File: config.mk
export PLATFORM = sky130hd
export DESIGN_NAME = mux2_rr_arbiter
export DESIGN_NICKNAME = d
export VERILOG_FILES = /design/src/rtl/mux2_rr_arbiter.sv
export SDC_FILE = /design/constraint.sdc
export NUM_CORES = 1
export LEC_CHECK = 0
export ABC_CLOCK_PERIOD_IN_PS = 5000
export CELL_PAD_IN_SITES_DETAIL_PLACEMENT = 1
export CELL_PAD_IN_SITES_GLOBAL_PLACEMENT = 1
export CORE_ASPECT_RATIO = 1.25
export CORE_MARGIN = 8
export CORE_UTILIZATION = 39
export DETAILED_ROUTE_END_ITERATION = 8
export PLACE_DENSITY_LB_ADDON = 0.1
export SKIP_LAST_GASP = 1
export SLEW_MARGIN = 40
export SYNTH_ARGS = -nofsm -noshare
export SYNTH_HDL_FRONTEND = slang
export SYNTH_SLANG_ARGS = --single-unit
File: constraint.sdc
create_clock -name clk -period 5 [get_ports clk]
set_clock_uncertainty 0.15 [all_clocks]
set_input_delay 0.75 -clock clk [delete_from_list [all_inputs] [get_ports clk]]
set_output_delay 0.75 -clock clk [all_outputs]
set_load 0.03 [all_outputs]
File: src/rtl/mux2_rr_arbiter.sv
`timescale 1ns/1ps
`default_nettype none
// ============================================================================
// Module   : mux2_rr_arbiter
// Brief    : Round-robin arbiter with dwell limit driving a 2:1 mux select,
//            plus a registered output word with a valid strobe.
// Revision : 1.0 - initial release
// ============================================================================
module mux2_rr_arbiter #(
    parameter int WIDTH = 8,
    parameter int DWELL = 4,
    parameter int CNT_W = 8
) (
    input  logic             clk,
    input  logic             rst_n,
    input  logic             Req_A,
    input  logic             Req_B,
    input  logic [WIDTH-1:0] A_in,
    input  logic [WIDTH-1:0] B_in,
    output logic             Select,
    output logic             Gnt_A,
    output logic             Gnt_B,
    output logic [WIDTH-1:0] Y,
    output logic             Y_valid
);

    localparam logic [1:0]       c_IDLE  = 2'd0;
    localparam logic [1:0]       c_GNT_A = 2'd1;
    localparam logic [1:0]       c_GNT_B = 2'd2;
    localparam logic [CNT_W-1:0] c_DWELL = CNT_W'(DWELL);
    localparam logic [CNT_W-1:0] c_ONE   = CNT_W'(1);

    logic [1:0]       r_state;
    logic [1:0]       w_next_state;
    logic [CNT_W-1:0] r_cnt;
    logic [CNT_W-1:0] w_cnt_sat;
    logic             r_last_b;
    logic             r_run;
    logic             r_select;
    logic             w_xfer;
    logic [WIDTH-1:0] r_y;
    logic             r_y_valid;

    assign w_xfer = ((r_state == c_GNT_A) && Req_A) ||
                    ((r_state == c_GNT_B) && Req_B);

    // Dwell count this transfer would produce, pinned at DWELL.
    assign w_cnt_sat = (r_cnt >= c_DWELL) ? c_DWELL : (r_cnt + c_ONE);

    // r_run arms on the first edge after release, so arbitration starts
    // one full clock after reset is lifted.
    always_ff @(posedge clk or negedge rst_n) begin
        if (!rst_n) begin
            r_state  <= c_IDLE;
            r_cnt    <= '0;
            r_last_b <= 1'b1;
            r_run    <= 1'b0;
            r_select <= 1'b0;
        end else begin
            r_run   <= 1'b1;
            r_state <= w_next_state;
            if (w_next_state != r_state) begin
                r_cnt <= '0;
                if (w_next_state == c_GNT_A) begin
                    r_last_b <= 1'b0;
                end else if (w_next_state == c_GNT_B) begin
                    r_last_b <= 1'b1;
                end
            end else if (w_xfer) begin
                r_cnt <= w_cnt_sat;
            end
            if (w_next_state == c_GNT_B) begin
                r_select <= 1'b1;
            end else if (w_next_state == c_GNT_A) begin
                r_select <= 1'b0;
            end
        end
    end

    always_comb begin
        w_next_state = r_state;
        case (r_state)
            c_IDLE: begin
                if (r_run) begin
                    if (Req_A && Req_B) begin
                        w_next_state = r_last_b ? c_GNT_A : c_GNT_B;
                    end else if (Req_A) begin
                        w_next_state = c_GNT_A;
                    end else if (Req_B) begin
                        w_next_state = c_GNT_B;
                    end
                end
            end
            c_GNT_A: begin
                if (!Req_A) begin
                    w_next_state = Req_B ? c_GNT_B : c_IDLE;
                end else if (Req_B && (w_cnt_sat == c_DWELL)) begin
                    w_next_state = c_GNT_B;
                end
            end
            c_GNT_B: begin
                if (!Req_B) begin
                    w_next_state = Req_A ? c_GNT_A : c_IDLE;
                end else if (Req_A && (w_cnt_sat == c_DWELL)) begin
                    w_next_state = c_GNT_A;
                end
            end
            default: begin
                w_next_state = c_IDLE;
            end
        endcase
    end

    always_comb begin
        Gnt_A   = (r_state == c_GNT_A);
        Gnt_B   = (r_state == c_GNT_B);
        Select  = r_select;
        Y       = r_y;
        Y_valid = r_y_valid;
    end

    always_ff @(posedge clk or negedge rst_n) begin
        if (!rst_n) begin
            r_y       <= '0;
            r_y_valid <= 1'b0;
        end else begin
            r_y_valid <= w_xfer;
            if (w_xfer) begin
                r_y <= (r_state == c_GNT_B) ? B_in : A_in;
            end
        end
    end

endmodule
`default_nettype wire
======== After elaboration in Yosys (flattened, before gate mapping) ========
Index checks and enable logic that the tools add are counted.
word-level totals
  bits in registers ....................... 22
  bits in latches ......................... 0
  memory bits (writable) .................. 0
  bits in read-only memories .............. 0
  input port bits ......................... 20
  output and inout bits ................... 12
  logic and storage cells ................. 45
  memories kept ........................... 0
cells by class
  $add $sub $neg .......................... 1
  $mul .................................... 0
  divide/modulo/power cells ............... 0
  magnitude comparators ................... 1
  equality and inequality tests ........... 6
  shifts and indexed selects .............. 0
  muxes and demuxes ....................... 20
  bitwise logic cells ..................... 0
  reduce and logical (&&, ||, !) cells .... 10
operators with widths
  kind                                                                    number
  8-bit two-way mux                                                       4
  2-bit two-way mux                                                       10
  8-bit by 1-bit adder with 8-bit output (second input constant)          1
  8-bit by 3-bit equality test with 1-bit output (second input constant)  1
  8-bit by 3-bit >= comparator with 1-bit output (second input constant)  1
  2-bit one-hot mux with 3 select lines                                   1
  1-bit logical AND                                                       5
  1-bit two-way mux                                                       5
  2-bit by 1-bit equality test with 1-bit output (second input constant)  2
  2-bit equality test (second input constant)                             2
  2-bit nonzero test                                                      2
  2-bit logical NOT                                                       1
  2-bit inequality test                                                   1
  2-bit AND reduction                                                     1
  1-bit logical OR                                                        1

======== Logic depth before layout (Yosys ltp) ========
  depth in word-level cells ............... 10
  depth in mapped cells ................... 10
  depth with buffers taken out ............ 10

======== Worst setup path before layout ========
No wires, ideal clock.
  kind .................................... reg2reg
  start point ............................. register r_cnt[0]
  end point ............................... register r_select (netlist: Select)
  library setup time ...................... 0.125 ns
  data arrival time ....................... 2.094 ns
  data required time ...................... 4.725 ns
  slack ................................... 2.631 ns
  cell stages (with the launch flop) ...... 10
  path buffers ............................ 0
  clock period less this slack ............ 2.369 ns
  path through ............................ dfrtp_1 > inv_1 > ha_1 > nand3b_1 > nand3_1 > mux2i_1 > o2111ai_1 > inv_1 > ha_1 > mux2_2
between the ends
  longest elaborated chain between the ends .. 9
  elaborated cells on any way between the ends .. 15
  those cells by class .................... add/sub (1); order compare (1); eq/ne (3); mux (7); reduce/logical (3)
RTL lines
  element                                                                                                          line     source
  start: declaration                                                                                               35       logic [CNT_W-1:0] r_cnt;
  start signal: assignment                                                                                         70       r_cnt <= w_cnt_sat;
  8-bit by 1-bit adder with 8-bit output / 8-bit by 3-bit >= comparator with 1-bit output (equally long branches)  48       assign w_cnt_sat = (r_cnt >= c_DWELL) ? c_DWELL : (r_cnt + c_ONE);
  8-bit two-way mux (*)                                                                                            48
  8-bit by 3-bit equality test with 1-bit output (*)                                                               97, 104
  1-bit logical AND (on tied branches)                                                                             104, 97
  2-bit two-way mux (on tied branches)                                                                             104, 97
  2-bit two-way mux (on tied branches)                                                                             102, 95
  2-bit one-hot mux with 3 select lines (*)                                                                        82       case (r_state)
  net w_next_state[1]                                                                                              34       logic [1:0] w_next_state;
  2-bit equality test / 2-bit by 1-bit equality test with 1-bit output (equally long branches)                     72, 74
  1-bit two-way mux / 2-bit nonzero test (equally long branches)                                                   n/a
  end signal: assignment                                                                                           58       r_select <= 1'b0;
  end signal: assignment                                                                                           73       r_select <= 1'b1;
  end signal: assignment                                                                                           75       r_select <= 1'b0;
  end: declaration                                                                                                 39       logic r_select;
The timed path passes the listed nets; every way through them passes the cells marked *.
A chain may end at the register's enable or synchronous reset.

======== Worst setup path after layout ========
  start point ............................. register r_state[0]
  end point ............................... output Gnt_B
between the ends
  longest elaborated chain between the ends .. 1
RTL lines
  element                   line  source
  start: declaration        33    logic [1:0] r_state;
  start signal: assignment  54    r_state <= c_IDLE;
  start signal: assignment  61    r_state <= w_next_state;
  2-bit equality test       116   Gnt_B = (r_state == c_GNT_B);
  end: declaration          22    output logic Gnt_B,
No other way between the ends.

==> results.toml <==
[pwr]
p_total_uw = 872
power_frac_clock_pct = 15.4
p_int_uw = 515
netSwitchingFraction_pct = 40.9
p_switching_uw = 357
powerDensity_nw_per_um2 = 562
pwr-share-comb_pct = 53.1
vdd_drop_max_v = 0.000287
power_leakage_uw = 0.000717
seqPwrFrac_pct = 31.5

[place]
pre_cts_ws_ns = 1.96
place_congestion = 0.868
port_buffers = 31
dp_hpwl_mm = 2.23

[sta]
rsz0062_at_grt = "false"
fin_crit_sh_pct = 57.2
setup_viol = 0
finalHoldWorstSlack_ns = 0.232
maxSlewViolCount = 0
worst_pin_slew_ns = 0.605
setup_tns_ns = 0
fin_ws_ns = 2.14
hold_viol_final = 0
max_slew_margin_pct = 59.7
achievable-frequency_mhz = 349
period_needed_ns = 2.86

[floorplan]
ioPinCount = 32
rows = 22
start_util_pct = 40.4
die-area_um2 = 5040
core_area_um2 = 2920
die_h_um = 77.4
dieWidth_um = 65.1

[min_path]
hp-class = "in2async"

[critical_path]
critPathMaxStageDelay_ns = 0.72
critPathKind = "reg2out"
cp_num_buf_inv = 1
required_ns = 4.10
worstPathArrival_ns = 1.96
crit_path_top_delay_cell = "clkdlybuf4s50_1"
path_max_fanout = 13
critical_path.top_delay_family = "buffers and inverters"
crit_chain = "and2b_4, clkdlybuf4s50_1"
cp-end-kind = "output port"
worst_setup_path_start_kind = "register"

[layout]
multi_input_area_um2 = 556
fillCellCount = 348
area.growth.synth_to_final_pct = 31.8
seq_area_um2 = 552
drive_gt1_share_pct = 11.1
fin_nets = 169
post-route-util_pct = 53.2
n_antenna_cell = 0

[grt]
grt_max_degree = 23
grt_antenna_before_repair = 0
grt_pass1_wl_mm = 4.77
gr-usage-all-layers_pct = 11.5
overflow = 0
grt_pass1_vias = 1064

[clock_network]
cts_buffer_depth = 2
clockRootBuffer = "clkbuf_4"
cts_setup_buffers = 0
cts_tree = "built"
hold_buffers = 0
cts.clk_slew.worst_paths_ns = 0.13
clkLatencyLatePin_ns = 0.30
cts_resized = 0
cts_buffers = 3
cts_max_level = 1
cts.sinks = 22

[logic_synthesis]
synth_enable_flop_cells = 0
ys_warn_count = 0
synthArstFlopShare_pct = 100
synth_cells = 113
ys_top_cells_by_area = "dfrtp_1, mux2i_1, ha_1"
netlist_area_um2 = 1180
avgSynthCellArea_um2 = 10.4
synth_top_area_share_pct = 44.6
yosysTopAreaCell = "dfrtp_1"
ys_seq_elements = 22
synth_nets = 137
ys_types = 40
synth-main-ff-cell = "dfrtp_1"
seq_area_frac_synth_pct = 46.9

[route]
drc = 0
wl_per_cell_um = 15.9
firstDrtPassIters = 3
vias = 929
drt_wl_total_mm = 2.86
dr.first_iter.drc_count = 57
viasPerCell = 5.16
ant_nets = 0

[flow_run]
drv_cap = 0

[outcome]
outcome = "finished, final reports clean"
per-stage QoR:
| stage | std cells | instance area (um^2) |
|---|---|---|
| 2_1_floorplan | 113 | 1180 |
| 3_3_place_gp | 175 | 1490 |
| 3_5_place_dp | 176 | 1500 |
| 4_1_cts | 180 | 1550 |
| 5_1_grt | 180 | 1550 |
| 6_report | 180 | 1550 |
cell families after synthesis:
| logic type | Yosys count | share of synthesized area (%) |
|---|---|---|
| DFF | 22 | 46.9 |
| adders and majority gates | 4 | 4.25 |
| other | 1 | 0.319 |
| muxes | 10 | 8.61 |
| and+or+nand+nor | 39 | 18.6 |
| AOI/OAI and AO/OA | 24 | 15.4 |
| buffers and inverters | 13 | 5.95 |
Yosys cell counts (2+ instances only):
library cell,instances
buf_2,3
nor2b_1,3
nand3_1,3
ha_1,4
a21oi_2,2
o21ai_0,8
mux2i_1,9
nand2b_1,2
dfrtp_1,21
and3_1,6
nor3_1,2
nor2_1,3
nand2_1,13
inv_1,8
metal layers:
layer | global-route usage [%] | vias to the layer above | part of all wire (%)
li1 | - | 456 | -
met1 | 12.8 | 448 | 44
met4 | 3.94 | 0 | 0.77
met3 | 4.02 | 2 | 5.8
met2 | 19.7 | 23 | 49
met5 | 0 | - | 0
worst register-to-register path: stages (launching register included):
cell	delay, ns
dfrtp_1	0.46
inv_1	0.07
ha_1	0.30
nand3b_1	0.20
nand3_1	0.24
mux2i_1	0.12
o2111ai_1	0.25
inv_1	0.09
ha_1	0.33
o31ai_1	0.31
o32a_1	0.18
registers in the layout (all words and copies together) (netlist names):
register / cells
Select: 1
Y: 8
Y_valid: 1
r_cnt: 8
r_last_b: 1
r_run: 1
r_state: 2
cell usage in the layout, fill, tap and decap left out, types with 2 or more instances in the layout:
cell type,Yosys,layout
a21oi_2,2,2
and3_1,6,6
clkbuf_4,0,3
clkdlybuf4s50_1,0,30
dfrtp_1,21,21
ha_1,4,4
inv_1,8,8
mux2i_1,9,9
nand2_1,13,13
nand2b_1,2,2
nand3_1,3,3
nor2_1,3,3
nor2b_1,3,3
nor3_1,2,2
o21ai_0,8,8
final timing paths:
kind | start | endpoint | slack, ns | cells after the start
setup / recovery | r_state[0] | Gnt_B | 2.14 | 2
hold / removal | rst_n | Y[1] | 0.23 | 1
setup reg to reg | r_cnt[0] | r_last_b | 2.25 | 10
hold reg to reg | Y[6] | Y[6] | 0.35 | 2
max in group asynchronous | rst_n | r_last_b | 4.09 | 1
min in group clk | Y[6] | Y[6] | 0.35 | 2
final cells by class:
type | instances | share of cell area [%]
multi-input cells | 78 | 35.8
flip-flops and latches | 22 | 35.6
repair buffers | 32 | 20.4
well taps | 36 | 2.90
clock inverters | 1 | 1.94
inverters | 8 | 1.94
clock buffers | 3 | 1.45
power by group through the flow:
| stage | Combinational (uW) | Clock [uW] | Sequential [uW] |
|---|---|---|---|
| floorplan | 250 | 0 | 337 |
| global placement | 447 | 0 | 275 |
| detailed placement | 470 | 0 | 278 |
| CTS | 471 | 139 | 276 |
| global route | 504 | 145 | 283 |
| finish | 463 | 135 | 275 |
Power figures use the tool's default switching activity.
